==> config.mk <==
export PLATFORM = sky130hd
export DESIGN_NAME = mem_accel_burst
export DESIGN_NICKNAME = d
export VERILOG_FILES = /design/src/rtl/mem_accel_burst.sv
export SDC_FILE = /design/constraint.sdc
export NUM_CORES = 1
export LEC_CHECK = 0
export ABC_AREA = 0
export CORE_AREA = 2 2 239 241
export CTS_CLUSTER_DIAMETER = 30
export CTS_CLUSTER_SIZE = 10
export DETAILED_ROUTE_END_ITERATION = 6
export DIE_AREA = 0 0 241 243
export HOLD_SLACK_MARGIN = 0.06
export PLACE_DENSITY_LB_ADDON = 0.12
export SKIP_CTS_REPAIR_TIMING = 1
export SLEW_MARGIN = 20
export SYNTH_ARGS = -nofsm -noshare
export SYNTH_HDL_FRONTEND = slang
export SYNTH_SLANG_ARGS = --single-unit
export TNS_END_PERCENT = 10
==> constraint.sdc <==
create_clock -name clk -period 5.9 [get_ports clk]
set_input_delay 1.18 -clock clk [delete_from_list [all_inputs] [get_ports clk]]
set_output_delay 1.18 -clock clk [all_outputs]
set_load 0.01 [all_outputs]
==> src/rtl/mem_accel_burst.sv <==
// mem_accel_burst: burst memory accelerator behind a RoCC-style command/response pair.
// FILL and SUM commands are split into doubleword cache requests with up to MAX_OUT in flight.
// Each request owns a tag slot. A nacked request is replayed from its slot's saved address
// before any new word is issued.
// Optional SETSTRIDE command and programmable stride: define MEM_ACCEL_BURST_STRIDE_EN.
module mem_accel_burst #(
  parameter int unsigned MAX_OUT  = 4,
  parameter int unsigned LEN_W    = 16,
  parameter int unsigned STRIDE_W = 16
) (
  input  logic         clk,
  input  logic         rst,
  input  logic [159:0] cmd,
  input  logic         cmd_vld,
  output logic         cmd_rdy,
  output logic [73:0]  resp,
  output logic         resp_vld,
  input  logic         resp_rdy,
  output logic         mem_req_vld,
  input  logic         mem_req_rdy,
  output logic [123:0] mem_req,
  input  logic         mem_resp_vld,
  input  logic [252:0] mem_resp
);

  localparam int unsigned SlotW   = (MAX_OUT > 1) ? $clog2(MAX_OUT) : 1;
  localparam logic [6:0]  FnFill  = 7'd0;
  localparam logic [6:0]  FnSum   = 7'd1;
  localparam logic [6:0]  FnSetLen = 7'd2;
  localparam logic [63:0] AllOnes = 64'hFFFF_FFFF_FFFF_FFFF;

  typedef enum logic [1:0] {StIdle, StRun, StDone} state_e;

  state_e             state;
  logic [LEN_W-1:0]   len;
  logic [LEN_W-1:0]   issued;
  logic [LEN_W-1:0]   done_cnt;
  logic [4:0]         rd;
  logic [63:0]        wdata;
  logic [39:0]        base;
  logic               is_sum;
  logic [63:0]        acc;
  logic [63:0]        resp_data;
  logic               resp_irq;
  logic [MAX_OUT-1:0] slot_vld;
  logic [MAX_OUT-1:0] slot_retry;
  logic [39:0]        slot_addr [MAX_OUT];
  logic               req_vld;
  logic               req_new;
  logic [SlotW-1:0]   req_slot;
  logic [39:0]        req_addr;

  // Command fields
  logic [6:0]  cmd_funct;
  logic [4:0]  cmd_rd;
  logic [63:0] cmd_rs1;
  logic [63:0] cmd_rs2;
  assign cmd_funct = cmd[6:0];
  assign cmd_rd    = cmd[24:20];
  assign cmd_rs1   = cmd[95:32];
  assign cmd_rs2   = cmd[159:96];

  // Memory response fields; tags outside the slot range or on free slots are dropped
  logic [9:0]       rsp_tag;
  logic [SlotW-1:0] rsp_slot;
  logic             rsp_hit;
  logic             rsp_nack;
  logic             rsp_ok;
  logic [63:0]      rsp_data;
  assign rsp_tag  = mem_resp[212:203];
  assign rsp_slot = rsp_tag[SlotW-1:0];
  assign rsp_nack = mem_resp[130];
  assign rsp_data = mem_resp[194:131];
  assign rsp_hit  = mem_resp_vld && (rsp_tag < 10'(MAX_OUT)) && slot_vld[rsp_slot];
  assign rsp_ok   = rsp_hit && !rsp_nack;

  logic unused_bits;
  assign unused_bits = ^{cmd[159:136], cmd[31:25], cmd[19:7],
                         mem_resp[252:213], mem_resp[202:195], mem_resp[129:0]};

  logic             req_fire;
  logic [LEN_W-1:0] done_nxt;
  logic [63:0]      acc_nxt;
  logic [39:0]      word_off;
  logic [39:0]      new_addr;
  logic             stride_bad;
  assign req_fire = req_vld && mem_req_rdy;
  assign done_nxt = done_cnt + LEN_W'(1);
  assign acc_nxt  = acc + rsp_data;

`ifdef MEM_ACCEL_BURST_STRIDE_EN
  logic [STRIDE_W-1:0] stride;
  assign word_off   = 40'(issued) * 40'(stride);
  assign stride_bad = (stride[2:0] != 3'b000);
`else
  assign word_off   = 40'({issued, 3'b000});
  assign stride_bad = 1'b0;
`endif
  assign new_addr = base + word_off;

  // Find the lowest slot awaiting replay and the lowest free slot
  logic             retry_any;
  logic             free_any;
  logic [SlotW-1:0] retry_idx;
  logic [SlotW-1:0] free_idx;
  always_comb begin
    retry_any = 1'b0;
    free_any  = 1'b0;
    retry_idx = '0;
    free_idx  = '0;
    for (int i = int'(MAX_OUT) - 1; i >= 0; i--) begin
      if (slot_retry[i]) begin
        retry_any = 1'b1;
        retry_idx = SlotW'(i);
      end
      if (!slot_vld[i]) begin
        free_any = 1'b1;
        free_idx = SlotW'(i);
      end
    end
  end

  // Control FSM, slot bookkeeping and registered request/response state
  always_ff @(posedge clk) begin
    if (rst) begin
      state      <= StIdle;
      len        <= '0;
      issued     <= '0;
      done_cnt   <= '0;
      rd         <= '0;
      wdata      <= '0;
      base       <= '0;
      is_sum     <= 1'b0;
      acc        <= '0;
      resp_data  <= '0;
      resp_irq   <= 1'b0;
      slot_vld   <= '0;
      slot_retry <= '0;
      for (int i = 0; i < int'(MAX_OUT); i++) slot_addr[i] <= '0;
      req_vld    <= 1'b0;
      req_new    <= 1'b0;
      req_slot   <= '0;
      req_addr   <= '0;
`ifdef MEM_ACCEL_BURST_STRIDE_EN
      stride     <= STRIDE_W'(8);
`endif
    end else begin
      if (req_fire) begin
        slot_vld[req_slot]   <= 1'b1;
        slot_retry[req_slot] <= 1'b0;
        slot_addr[req_slot]  <= req_addr;
        if (req_new) issued <= issued + LEN_W'(1);
        req_vld <= 1'b0;
      end
      if (rsp_hit) begin
        if (rsp_nack) begin
          slot_retry[rsp_slot] <= 1'b1;
        end else begin
          slot_vld[rsp_slot] <= 1'b0;
          done_cnt           <= done_nxt;
          if (is_sum) acc <= acc_nxt;
        end
      end

      unique case (state)
        StIdle: begin
          if (cmd_vld) begin
            rd       <= cmd_rd;
            wdata    <= cmd_rs1;
            base     <= cmd_rs2[39:0];
            is_sum   <= (cmd_funct == FnSum);
            issued   <= '0;
            done_cnt <= '0;
            acc      <= '0;
            resp_irq <= 1'b0;
            state    <= StDone;
            case (cmd_funct)
              FnFill, FnSum: begin
                if (stride_bad) begin
                  resp_data <= AllOnes;
                  resp_irq  <= 1'b1;
                end else if (len == '0) begin
                  resp_data <= '0;
                end else begin
                  // Slot 0 is always free here, so the first word goes out next cycle
                  state    <= StRun;
                  req_vld  <= 1'b1;
                  req_new  <= 1'b1;
                  req_slot <= '0;
                  req_addr <= cmd_rs2[39:0];
                end
              end
              FnSetLen: begin
                len       <= cmd_rs1[LEN_W-1:0];
                resp_data <= 64'(len);
              end
`ifdef MEM_ACCEL_BURST_STRIDE_EN
              7'd3: begin
                stride    <= cmd_rs1[STRIDE_W-1:0];
                resp_data <= 64'(stride);
              end
`endif
              default: resp_data <= AllOnes;
            endcase
          end
        end
        StRun: begin
          // Load the next request only once the previous one has been accepted
          if (!req_vld) begin
            if (retry_any) begin
              req_vld  <= 1'b1;
              req_new  <= 1'b0;
              req_slot <= retry_idx;
              req_addr <= slot_addr[retry_idx];
            end else if (free_any && (issued < len)) begin
              req_vld  <= 1'b1;
              req_new  <= 1'b1;
              req_slot <= free_idx;
              req_addr <= new_addr;
            end
          end
          if (rsp_ok && (done_nxt == len)) begin
            state     <= StDone;
            resp_data <= is_sum ? acc_nxt : 64'(len);
          end
        end
        StDone: begin
          if (resp_rdy) state <= StIdle;
        end
        default: state <= StIdle;
      endcase
    end
  end

  assign cmd_rdy     = (state == StIdle);
  assign resp_vld    = (state == StDone);
  assign mem_req_vld = req_vld;
  assign mem_req     = {req_addr, 10'(req_slot), is_sum ? 5'd0 : 5'd1, 3'b011, 1'b0, 1'b1,
                        is_sum ? 64'd0 : wdata};
  assign resp        = {resp_data, rd, req_vld, 2'b00, resp_irq, (state != StIdle)};

endmodule
==> flow_summary.json <==
{
  "status": "finished, final reports clean",
  "grtUsageTotal": 0.308,
  "cts.sinks": 500,
  "cp_top_family": "compound AO/OA/AOI/OAI gates",
  "antenna_found_initial": 6,
  "grt_overflow": 0,
  "grt_max_degree": 95,
  "path_buf_inv": 2,
  "worstSetupEndpointType": "register",
  "tightest_slew_ns": 1.10,
  "die_height_um": 243,
  "power.leakage_nw": 13.4,
  "slowest_stage": "clkdlybuf4s50_1",
  "ys_warn_count": 0,
  "path_max_fanout": 5,
  "clk_latency_ns": 0.66,
  "tns_ns": 0,
  "via_count": 24400,
  "hold_class": "register to register",
  "start_util": 0.469,
  "synth_seq_cells": 500,
  "clock.fmax_ghz": 0.217,
  "yosysUniqueCellTypes": 92,
  "crit_chain": "clkdlybuf4s50_1, ha_1, inv_1, fa_1, and2b_1, o2111ai_1, nand3_1, a211oi_1, o21a_1, o32ai_1, o21bai_1, a2111oi_0, o21ai_0, a31oi_1, nor3_1",
  "fin_crit_sh": 0.780,
  "io_pins": 620,
  "wirelength_mm": 91.9,
  "syn_area_um2": 26200,
  "ant_nets": 0,
  "fillCellCount": 4942,
  "place.gp.congestion": 0.956,
  "synthMostInstantiatedCell": "nand2_1",
  "wl_met3_mm": 6.41,
  "wl_met1_mm": 36.8,
  "firstDrtPassIters": 6,
  "slowest_delay_ns": 0.54,
  "cts_made_buffers": 114,
  "cts_tree": "built",
  "cts.path.max_buffers": 3,
  "min_period_ns": 4.60,
  "peakVddDrop_v": 0.000256,
  "dp_hpwl_mm": 63.5,
  "synth_top_area_share": 0.259,
  "finalHoldViolCount": 0,
  "yosys-top-cells-count": "nand2_1 (537), a21oi_1 (352), dfxtp_1 (340)",
  "synth_seq_area_share": 0.443,
  "setup_violations": 0,
  "wire_per_inst_um": 21.5,
  "synthTopCellsByArea": "dfxtp_1 (26%), edfxtp_1 (18%), nand2_1 (7.7%)",
  "cts-htree-levels": 3,
  "final_layout_size_suffix_gt1_frac": 0.0873,
  "drt_iter0_drc": 1857,
  "wl_met2_mm": 44.5,
  "cp.arrival_ns": 5.10,
  "drc_errors": 0,
  "reg2reg_slack_ns": 1.63,
  "syn_inst": 3094,
  "ctsRootBufferMaster": "clkbuf_16",
  "port_buffers": 377,
  "synth_edf_count": 160,
  "clkTransAtPathRegs_ns": 0.04,
  "cp.required_ns": 6.40,
  "maxSlewHeadroom": 0.264,
  "grt_pass1_vias": 24100,
  "slew_viol_final": 0,
  "critPathKind": "primary input to register",
  "finalPower_mw": 10.8,
  "power.density_nw_per_um2": 313,
  "rsz0062_at_grt": "false",
  "rows": 87,
  "areaGrowthSynthToFinish_pct": 30.9,
  "coreArea_um2": 56000,
  "max_cap_viol_count": 0,
  "cp-start-kind": "primary input",
  "skew_ns": 0.0387,
  "dieWidth_um": 241,
  "die_area_um2": 58600,
  "syn_area_per_cell_um2": 8.48,
  "highest-signal-layer": "met5",
  "via_per_inst": 5.70,
  "synthArstFlopShare": 0,
  "synth_ff_type": "dfxtp_1",
  "grt_pass1_wl_mm": 139,
  "num-nets-final": 3937,
  "synth_top_cell_by_area": "dfxtp_1"
}
through the flow:
stage	instances	setup slack (ns)	hold WS, ns	util	area [um2]
2_1_floorplan	3112	1.69	0.432	-	26300
3_3_place_gp	4060	0.655	0.438	0.545	30500
3_5_place_dp	4060	0.668	0.442	0.545	30500
4_1_cts	4272	1.33	0.448	0.614	34300
5_1_grt	4273	1.17	0.463	0.614	34300
6_report	4275	1.30	0.446	0.614	34300
registers in the layout, indices dropped and copies added (netlist names):
signal       cells
is_sum           1
base            40
done_cnt        16
issued          16
len             16
resp_data       64
mem_req_vld      1
rd               5
state            2
slot_vld         4
req_slot         2
slot_retry       4
slot_addr      160
req_new          1
wdata           64
req_addr        40
acc             64
worst min-delay path, delay by kind of cell (launching register included):
family / cells / cell delay (ns)
flops: 1 / 0.30
simple gates: 1 / 0.05
compound gates: 1 / 0.05
where the power goes:
part / total, mW / switching (mW) / leakage, nW / internal, mW
Clock: 6.21 / 2.05 / 1.88 / 4.16
Sequential: 3.75 / 0.0799 / 4.43 / 3.67
Combinational: 0.789 / 0.430 / 7.12 / 0.359
Total: 10.8 / 2.56 / 13.4 / 8.19
cell type report:
cell class,instances,area [um2],share of cell area
inverters,105,394,0.0115
multi-input cells,2279,13400,0.391
well taps,756,946,0.0275
diodes,3,7.51,0.000219
clock buffers,148,3160,0.0921
flip-flops and latches,500,11600,0.338
repair buffers,420,4110,0.120
clock inverters,64,678,0.0197
cells by family after synthesis:
logic type      after synthesis  share of synthesized area
simple gates               1262                      0.214
compound gates              724                      0.174
flops                       500                      0.443
buf+inv                     333                     0.0525
xor+xnor                    128                     0.0433
fa+ha+maj                    98                     0.0473
mux                          47                     0.0267
other cells                   2                   0.000286
worst paths after layout:
check                           cells past startpoint            end          start
worst max-delay path                               15  resp_data[54]  mem_resp[131]
worst min-delay path                                2      wdata[26]      wdata[26]
worst max register to register                     14   req_addr[39]      issued[0]
worst min register to register                      2      wdata[26]      wdata[26]
cell usage in the layout, fill, tap and decap left out, types with 11 or more instances in the layout:
cell             Yosys  layout
a211oi_1            27      27
a21o_1              44      44
a21oi_1            352     352
a221oi_1            30      30
a31oi_1             15      15
and3_1              18      18
buf_4               24      42
clkbuf_1           172      17
clkbuf_16            0     115
clkbuf_8             0      17
clkdlybuf4s50_1      0     376
clkinv_2             0      17
clkinv_4             0      14
conb_1               2      20
dfxtp_1            340     339
edfxtp_1           160     160
ha_1                96      96
inv_1              105     105
inv_6                0      11
mux2i_1             26      26
mux4_2              18      18
nand2_1            537     536
nand2b_1            15      11
nand3_1             61      61
nand4_1             42      42
nor2_1             330     325
nor2b_1             74      73
nor3_1              97      94
nor4_1              17      16
o211ai_1            34      34
o21a_1              12      12
o21ai_0             84      83
o21bai_1            14      14
o221ai_1            11      11
or3_1               21      21
xnor2_1             75      75
xor2_1              52      52
metal layers:
| metal | vias to the layer above | GRT usage |
|---|---|---|
| met1 | 11700 | 0.382 |
| met2 | 976 | 0.519 |
| met4 | 10 | 0.142 |
| li1 | 11500 | - |
| met3 | 184 | 0.0562 |
| met5 | - | 0 |
No activity file was read; power rests on OpenSTA's default activity.
